--- config.mk ---
export PLATFORM = sky130hd
export DESIGN_NAME = cu_command_arbiter_flat
export DESIGN_NICKNAME = d
export VERILOG_FILES = /design/src/rtl/cu_command_arbiter_if.sv /design/src/rtl/cu_command_arbiter.sv /design/src/flat_wrapper.sv
export SDC_FILE = /design/constraint.sdc
export NUM_CORES = 1
export LEC_CHECK = 0
export BUFFER_PORTS_ARGS = -buffer_cell sky130_fd_sc_hd__buf_4
export CORE_AREA = 2 2 269 271
export CTS_CLUSTER_DIAMETER = 40
export CTS_CLUSTER_SIZE = 30
export DETAILED_ROUTE_END_ITERATION = 7
export DIE_AREA = 0 0 271 273
export MAX_ROUTING_LAYER = met4
export PLACE_DENSITY = 0.57
export SYNTH_ARGS = -nofsm -noshare
export SYNTH_HDL_FRONTEND = slang
export SYNTH_SLANG_ARGS = --single-unit
--- constraint.sdc ---
create_clock -name clock -period 9.4 [get_ports clock]
set_input_delay 0.94 -clock clock [delete_from_list [all_inputs] [get_ports clock]]
set_output_delay 0.94 -clock clock [all_outputs]
set_load 0.005 [all_outputs]
--- src/rtl/cu_command_arbiter_if.sv ---
// Bundle between the compute units / afu_control and the command arbiter.
// The arbiter takes the slave modport; the CU/afu_control side takes master.
interface cu_command_arbiter_if #(
   parameter int NUM_CU    = 4,
   parameter int CMD_WIDTH = 128,
   parameter int TAG_WIDTH = 6,
   parameter int CREDITS   = 32
);

   localparam int CU_ID_W = $clog2(NUM_CU);
   localparam int CNT_W   = $clog2(CREDITS + 1);

   logic                        enabled_in;
   logic [NUM_CU-1:0]           req_valid;
   logic [NUM_CU*CMD_WIDTH-1:0] req_cmd;
   logic [NUM_CU-1:0]           req_ready;
   logic                        buffer_full_in;
   logic                        cmd_valid_out;
   logic [CMD_WIDTH-1:0]        cmd_out;
   logic [TAG_WIDTH-1:0]        cmd_tag_out;
   logic [CU_ID_W-1:0]          cmd_cu_id_out;
   logic                        rsp_valid_in;
   logic [TAG_WIDTH-1:0]        rsp_tag_in;
   logic [NUM_CU-1:0]           rsp_valid_out;
   logic [TAG_WIDTH-1:0]        rsp_tag_out;
   logic [CNT_W-1:0]            outstanding_count;
   logic                        tag_error;

   modport slave (
      input  enabled_in, req_valid, req_cmd, buffer_full_in, rsp_valid_in, rsp_tag_in,
      output req_ready, cmd_valid_out, cmd_out, cmd_tag_out, cmd_cu_id_out,
             rsp_valid_out, rsp_tag_out, outstanding_count, tag_error
   );

   modport master (
      output enabled_in, req_valid, req_cmd, buffer_full_in, rsp_valid_in, rsp_tag_in,
      input  req_ready, cmd_valid_out, cmd_out, cmd_tag_out, cmd_cu_id_out,
             rsp_valid_out, rsp_tag_out, outstanding_count, tag_error
   );

endinterface

--- src/rtl/cu_command_arbiter.sv ---
// Merges NUM_CU compute-unit command channels into one tagged, credit-limited
// command stream toward afu_control and routes responses back to the owning CU.
module cu_command_arbiter #(
   parameter int NUM_CU        = 4,
   parameter int CMD_WIDTH     = 128,
   parameter int TAG_WIDTH     = 6,
   parameter int CREDITS       = 32,
   parameter int PRIORITY_MODE = 0
) (
   input logic                  clock,
   input logic                  rst,
   cu_command_arbiter_if.slave  bus
);

   localparam int CU_ID_W   = $clog2(NUM_CU);
   localparam int CNT_W     = $clog2(CREDITS + 1);
   localparam int TAG_SPACE = 2 ** TAG_WIDTH;

   logic [CU_ID_W-1:0]   rr_ptr;
   logic [TAG_WIDTH-1:0] next_tag;
   logic [TAG_SPACE-1:0] inflight;
   logic [CU_ID_W-1:0]   owner [TAG_SPACE];

   logic                 grant_ok;
   logic                 grant_any;
   logic                 grant;
   logic [CU_ID_W-1:0]   grant_idx;
   logic [CU_ID_W-1:0]   search_base;
   logic [CU_ID_W-1:0]   search_idx;
   logic                 rsp_hit;
   logic                 rsp_miss;
   logic [NUM_CU-1:0]    rsp_onehot;

   // A grant also needs the next tag to be free: next_tag never skips a busy tag.
   assign grant_ok = !rst && bus.enabled_in && !bus.buffer_full_in
                     && (bus.outstanding_count < CNT_W'(CREDITS))
                     && !inflight[next_tag];
   assign grant    = grant_ok && grant_any;

   assign rsp_hit  = bus.rsp_valid_in &&  inflight[bus.rsp_tag_in];
   assign rsp_miss = bus.rsp_valid_in && !inflight[bus.rsp_tag_in];

   always_comb begin
      // NOTE: every variable written here gets a default first so no latch is inferred.
      grant_any   = 1'b0;
      grant_idx   = '0;
      search_idx  = '0;
      search_base = '0;
      if (PRIORITY_MODE == 0) search_base = rr_ptr;
      // NUM_CU is a power of two, so the index wraps by truncation.
      for (int i = 0; i < NUM_CU; i++) begin
         search_idx = search_base + CU_ID_W'(i);
         if (!grant_any && bus.req_valid[search_idx]) begin
            grant_any = 1'b1;
            grant_idx = search_idx;
         end
      end
   end

   always_comb begin
      bus.req_ready = '0;
      if (grant) bus.req_ready[grant_idx] = 1'b1;
   end

   always_comb begin
      rsp_onehot = '0;
      if (rsp_hit) rsp_onehot[owner[bus.rsp_tag_in]] = 1'b1;
   end

   // NOTE: sequential state uses non-blocking assignments so every flop samples pre-edge values.
   always_ff @(posedge clock or posedge rst) begin
      if (rst) begin
         rr_ptr   <= '0;
         next_tag <= '0;
         inflight <= '0;
      end else begin
         if (grant) begin
            inflight[next_tag] <= 1'b1;
            next_tag           <= next_tag + TAG_WIDTH'(1);
            if (PRIORITY_MODE == 0) rr_ptr <= grant_idx + CU_ID_W'(1);
         end
         if (rsp_hit) inflight[bus.rsp_tag_in] <= 1'b0;
      end
   end

   // NOTE: the owner table has no reset; an entry is only read while its inflight bit is set.
   always_ff @(posedge clock) begin
      if (grant) owner[next_tag] <= grant_idx;
   end

   always_ff @(posedge clock or posedge rst) begin
      if (rst) begin
         bus.cmd_valid_out <= 1'b0;
         bus.cmd_out       <= '0;
         bus.cmd_tag_out   <= '0;
         bus.cmd_cu_id_out <= '0;
      end else begin
         bus.cmd_valid_out <= grant;
         if (grant) begin
            bus.cmd_out       <= bus.req_cmd[grant_idx*CMD_WIDTH +: CMD_WIDTH];
            bus.cmd_tag_out   <= next_tag;
            bus.cmd_cu_id_out <= grant_idx;
         end
      end
   end

   always_ff @(posedge clock or posedge rst) begin
      if (rst) begin
         bus.rsp_valid_out     <= '0;
         bus.rsp_tag_out       <= '0;
         bus.outstanding_count <= '0;
         bus.tag_error         <= 1'b0;
      end else begin
         bus.rsp_valid_out <= rsp_onehot;
         if (rsp_hit) bus.rsp_tag_out <= bus.rsp_tag_in;
         if (rsp_miss) bus.tag_error <= 1'b1;
         // Invalid responses never decrement, so the count cannot underflow.
         case ({grant, rsp_hit})
            2'b10:   bus.outstanding_count <= bus.outstanding_count + CNT_W'(1);
            2'b01:   bus.outstanding_count <= bus.outstanding_count - CNT_W'(1);
            default: ;
         endcase
      end
   end

   assert property (@(posedge clock) disable iff (rst) $onehot0(bus.req_ready));
   assert property (@(posedge clock) disable iff (rst)
                    bus.outstanding_count <= CNT_W'(CREDITS));

endmodule

--- src/flat_wrapper.sv ---
// flat-port wrapper written by rule: the top's interface ports become plain ports
module cu_command_arbiter_flat 
#(
   parameter int NUM_CU        = 4,
   parameter int CMD_WIDTH     = 128,
   parameter int TAG_WIDTH     = 6,
   parameter int CREDITS       = 32,
   parameter int PRIORITY_MODE = 0
)
  (clock, rst, bus_enabled_in, bus_req_valid, bus_req_cmd, bus_buffer_full_in, bus_rsp_valid_in, bus_rsp_tag_in, bus_req_ready, bus_cmd_valid_out, bus_cmd_out, bus_cmd_tag_out, bus_cmd_cu_id_out, bus_rsp_valid_out, bus_rsp_tag_out, bus_outstanding_count, bus_tag_error);
  cu_command_arbiter_if #(.NUM_CU(NUM_CU), .CMD_WIDTH(CMD_WIDTH), .TAG_WIDTH(TAG_WIDTH), .CREDITS(CREDITS)) bus_i ();
  input logic clock;
  input logic rst;
  input wire logic [$bits(bus_i.enabled_in)-1:0] bus_enabled_in;
  input wire logic [$bits(bus_i.req_valid)-1:0] bus_req_valid;
  input wire logic [$bits(bus_i.req_cmd)-1:0] bus_req_cmd;
  input wire logic [$bits(bus_i.buffer_full_in)-1:0] bus_buffer_full_in;
  input wire logic [$bits(bus_i.rsp_valid_in)-1:0] bus_rsp_valid_in;
  input wire logic [$bits(bus_i.rsp_tag_in)-1:0] bus_rsp_tag_in;
  output wire logic [$bits(bus_i.req_ready)-1:0] bus_req_ready;
  output wire logic [$bits(bus_i.cmd_valid_out)-1:0] bus_cmd_valid_out;
  output wire logic [$bits(bus_i.cmd_out)-1:0] bus_cmd_out;
  output wire logic [$bits(bus_i.cmd_tag_out)-1:0] bus_cmd_tag_out;
  output wire logic [$bits(bus_i.cmd_cu_id_out)-1:0] bus_cmd_cu_id_out;
  output wire logic [$bits(bus_i.rsp_valid_out)-1:0] bus_rsp_valid_out;
  output wire logic [$bits(bus_i.rsp_tag_out)-1:0] bus_rsp_tag_out;
  output wire logic [$bits(bus_i.outstanding_count)-1:0] bus_outstanding_count;
  output wire logic [$bits(bus_i.tag_error)-1:0] bus_tag_error;
  assign bus_i.enabled_in = bus_enabled_in;
  assign bus_i.req_valid = bus_req_valid;
  assign bus_i.req_cmd = bus_req_cmd;
  assign bus_i.buffer_full_in = bus_buffer_full_in;
  assign bus_i.rsp_valid_in = bus_rsp_valid_in;
  assign bus_i.rsp_tag_in = bus_rsp_tag_in;
  assign bus_req_ready = bus_i.req_ready;
  assign bus_cmd_valid_out = bus_i.cmd_valid_out;
  assign bus_cmd_out = bus_i.cmd_out;
  assign bus_cmd_tag_out = bus_i.cmd_tag_out;
  assign bus_cmd_cu_id_out = bus_i.cmd_cu_id_out;
  assign bus_rsp_valid_out = bus_i.rsp_valid_out;
  assign bus_rsp_tag_out = bus_i.rsp_tag_out;
  assign bus_outstanding_count = bus_i.outstanding_count;
  assign bus_tag_error = bus_i.tag_error;
  cu_command_arbiter #(.NUM_CU(NUM_CU), .CMD_WIDTH(CMD_WIDTH), .TAG_WIDTH(TAG_WIDTH), .CREDITS(CREDITS), .PRIORITY_MODE(PRIORITY_MODE)) u_core (.clock(clock), .rst(rst), .bus(bus_i));
endmodule
==> summary.md <==
| Metric | Value |
|---|---|
| Hold_buf cts | 0 |
| RSZ-0062 raised after global routing | false |
| CP max FO | 56 |
| CTS clock-pin slew for the worst setup and hold paths | 50 ps |
| Max Cap Viol | 0 |
| Insertion delay to the later sink of the worst-skew pair | 620 ps |
| DIE AREA | 74,000 um2 |
| Die width | 271 um |
| Layout cells sized above 1 | 44.5% |
| Synth warnings | 0 |
| Final max-slew violation count | 0 |
| Final setup TNS | 0 ps |
| Setup Skew | 38.4 ps |
| Slew @ Worst Pin | 1260 ps |
| Post_cts resized | 0 |
| WP depth | 16 |
| WS Path Type | primary input to register |
| PD cells | 278 nW/um2 |
| DRT antenna net count | 0 |
| Synth unique cells | 66 |
| Max Fclk | 0.192 GHz |
| CTS Sinks | 354 |
| Initial antenna violation count | 52 |
| Largest net degree at the start of global routing | 119 |
| Routed len/inst | 31.1 um |
| Post-synth EDFFs | 128 |
| CTS tree | done |
| Reg2reg end | u_core.bus.outstanding_count[4] |
| H-tree depth | 3 |
| Placed Area | 26,200 um2 |
| Post-synthesis average cell area | 12.6 um2 |
| Worst path slowest cell | o41ai_4 |
| Standard-cell row count | 98 |
| Gp weighted congestion | 1.08 |
| Top Family by Delay on Critical Path | compound AO/OA/AOI/OAI gates |
| Status | finished clean |
| Worst path max stage delay | 970 ps |
| Final Cell Area | 28,800 um2 |
| DRT Pass-1 Iters | 6 |
| Via/cell ratio | 5.23 |
| Initial Utilization | 28.6% |
| Crit share post-route | 55.4% |
| Yosys reg bits | 354 |
| Sequential fraction of the synthesis area | 46.7% |
| Number of remaining DRC errors | 0 |
| Cells after DPL | 3,148 |
| Mapped Cells | 1,612 |
| Critical path launch point type | primary input |
| Core area | 71,000 um2 |
| Worst R2R Path Depth | 15 |
| Area Growth Syn to Fin | 41.6% |
| Clock Tree Buf Depth | 3 |
| Setup Fix Bufs, Post-CTS | 0 |
| Vias in the first global route | 17.5k |
| Half-perimeter wire length after placement | 80,600 um |
| Synth Cell Area | 20,300 um2 |
| Crit path arrival time | 5690 ps |
| WP buf/inv | 3 |
| Initial drt markers | 1,784 |
| Worst r2r src | u_core.next_tag[2] |
| Crit path time final | 5210 ps |
| DRT Wirelength | 103,000 um |
| Most used DFF post-synth | dfrtp_1 |
| P_leak | 13.5 nW |
| Endpoints failing setup | 0 |
| First-pass GRT wire length | 140,000 um |
| Mapped Nets | 2,147 |
| CP cell instances | buf_4 > inv_1 > mux4_2 > a311o_1 > o2111ai_1 > o41ai_4 > inv_2 > ha_1 > xor2_1 > ha_1 > a21o_1 > nand2_1 > a21oi_1 > a221oi_1 > nor2_1 > xor2_1 |
| Final-report hold violation count | 0 |
| Io pins | 685 |
| Remaining global-route overflow | 0 |
| Critical path capture point type | register |
| Critical Path RT | 9880 ps |
| Routed vias | 17.4k |
| CP Launch Point | bus_rsp_tag_in[0] |
| Ys async rst share | 63.8% |
| Commonest non-fill, non-tap cells in the layout | buf_4, mux2i_1, dfrtp_1 |
| Total CTS buffers | 72 |
| Reg2Reg Setup Slack | 4260 ps |
| HP Class | primary input to async pin |
| Relative slew slack | 15.7% |
| Most common cell after layout, fill and taps aside | buf_4 |
| Port bufs | 684 |
| Layout net count | 2,807 |
| Die Span Y | 273 um |
| Final cell count without fillers | 3,318 |
| Max IR drop VDD | 222 uV |
| All-Layer GR Usage | 27.8% |
| Clk root buf | clkbuf_16 |
-- routing by layer --
layer  part of all wire [%]  vias up  wire, um  track usage (%)
li1                       -     7528         -                -
met1                     42     8789     43600             34.8
met2                     46      914     47500             42.9
met3                     10      138     10300             10.7
met4                    1.9        0      1950             5.34
met5                      0        -         0                -
-- worst reg2reg max path, stage by stage, from the launching register on --
cell	delay (ps)
dfrtp_1	510
buf_4	420
mux2_4	340
a221o_1	350
a222oi_1	530
o32ai_1	270
or3_4	800
ha_1	550
xor2_1	210
ha_1	250
a21o_1	190
nand2_1	60
a21oi_1	60
a221oi_1	260
nor2_1	90
xor2_1	150
-- worst max path at each step --
stage	slack (ps)	endpoint
finish	4190	u_core.bus.outstanding_count[4]
CTS	4290	u_core.bus.outstanding_count[4]
floorplan	2270	u_core.bus.cmd_cu_id_out[0]
detailed placement	3710	u_core.bus.outstanding_count[4]
global route	3950	u_core.bus.outstanding_count[4]
global placement	3800	u_core.bus.outstanding_count[4]
-- power breakdown --
group | total [W] | internal (W) | switching, W
Clock | 0.00266 | 0.00170 | 0.000955
Sequential | 0.00232 | 0.00202 | 0.000299
Combinational | 0.00303 | 0.00156 | 0.00147
Total | 0.00800 | 0.00528 | 0.00272
-- state kept, by name (all words and copies together), names as in the netlist --
name and flops:
u_core.owner 128, u_core.bus.cmd_tag_out 6, u_core.inflight 64, u_core.bus.cmd_cu_id_out 2, u_core.bus.rsp_valid_out 4, u_core.bus.cmd_out 128, u_core.next_tag 6, u_core.bus.outstanding_count 6
u_core.bus.rsp_tag_out 6, u_core.rr_ptr 2, u_core.bus.tag_error 1, u_core.bus.cmd_valid_out 1
-- through the flow --
stage	hold slack (ps)	total power [W]	worst slack, ps	utilization (%)
detailed placement	492	0.00535	3710	36.9
finish	506	0.00800	4190	40.6
global route	505	0.00833	3950	40.5
floorplan	451	0.00402	2270	-
global placement	491	0.00533	3800	36.9
CTS	504	0.00805	4290	40.4
-- Yosys cell counts (all sizes together) (3+ instances only) --
master     n  area share, %
mux2i    416             20
dfrtp    226             28
mux2     174             12
edfxtp   128             19
nor2      98            1.8
a21oi     70            1.7
a31oi     70            2.2
clkbuf    62            1.1
buf       60            2.4
nand2     35           0.65
a221oi    19           0.82
inv       19           0.35
o21ai     16           0.39
mux4      15            1.7
nand3     14           0.34
a22oi     13           0.48
and3      12           0.37
nor3      12           0.30
o211ai    12           0.44
nand2b    11           0.34
nor2b     11           0.34
and3b      9           0.39
nor3b      9           0.33
ha         8           0.49
xor2       8           0.34
nand3b     7           0.26
nor4       6           0.22
a21o       5           0.18
a222oi     5           0.25
o2111ai    5           0.22
o22ai      5           0.15
a211oi     4           0.15
a221o      4           0.20
a211o      3           0.13
a21boi     3           0.11
and2       3          0.092
o2bb2ai    3           0.13
xnor2      3           0.13
-- final cells by class --
| class | count | area, um2 |
|---|---|---|
| inverter | 20 | 90.1 |
| antenna | 38 | 95.1 |
| tap | 950 | 1190 |
| sequential | 354 | 9500 |
| timing repair buffer | 708 | 5340 |
| fill | 6859 | 42200 |
| clock inverter | 46 | 522 |
| clock buffer | 86 | 1980 |
| multi-input combinational | 1116 | 10100 |
-- cells by family (layout without fill, tap and decap cells) --
group           after synthesis  count (layout)  share of synthesized area (%)
fa+ha+maj                     8               8                          0.492
other cells                   0              38                              0
simple gates                234             234                           5.69
xor+xnor                     11              11                          0.474
buf+inv                     142             860                           3.92
compound gates              258             258                           8.51
mux                         605             605                           34.2
flops                       354             354                           46.7
Note: power is estimated with default switching activity, not from simulation.
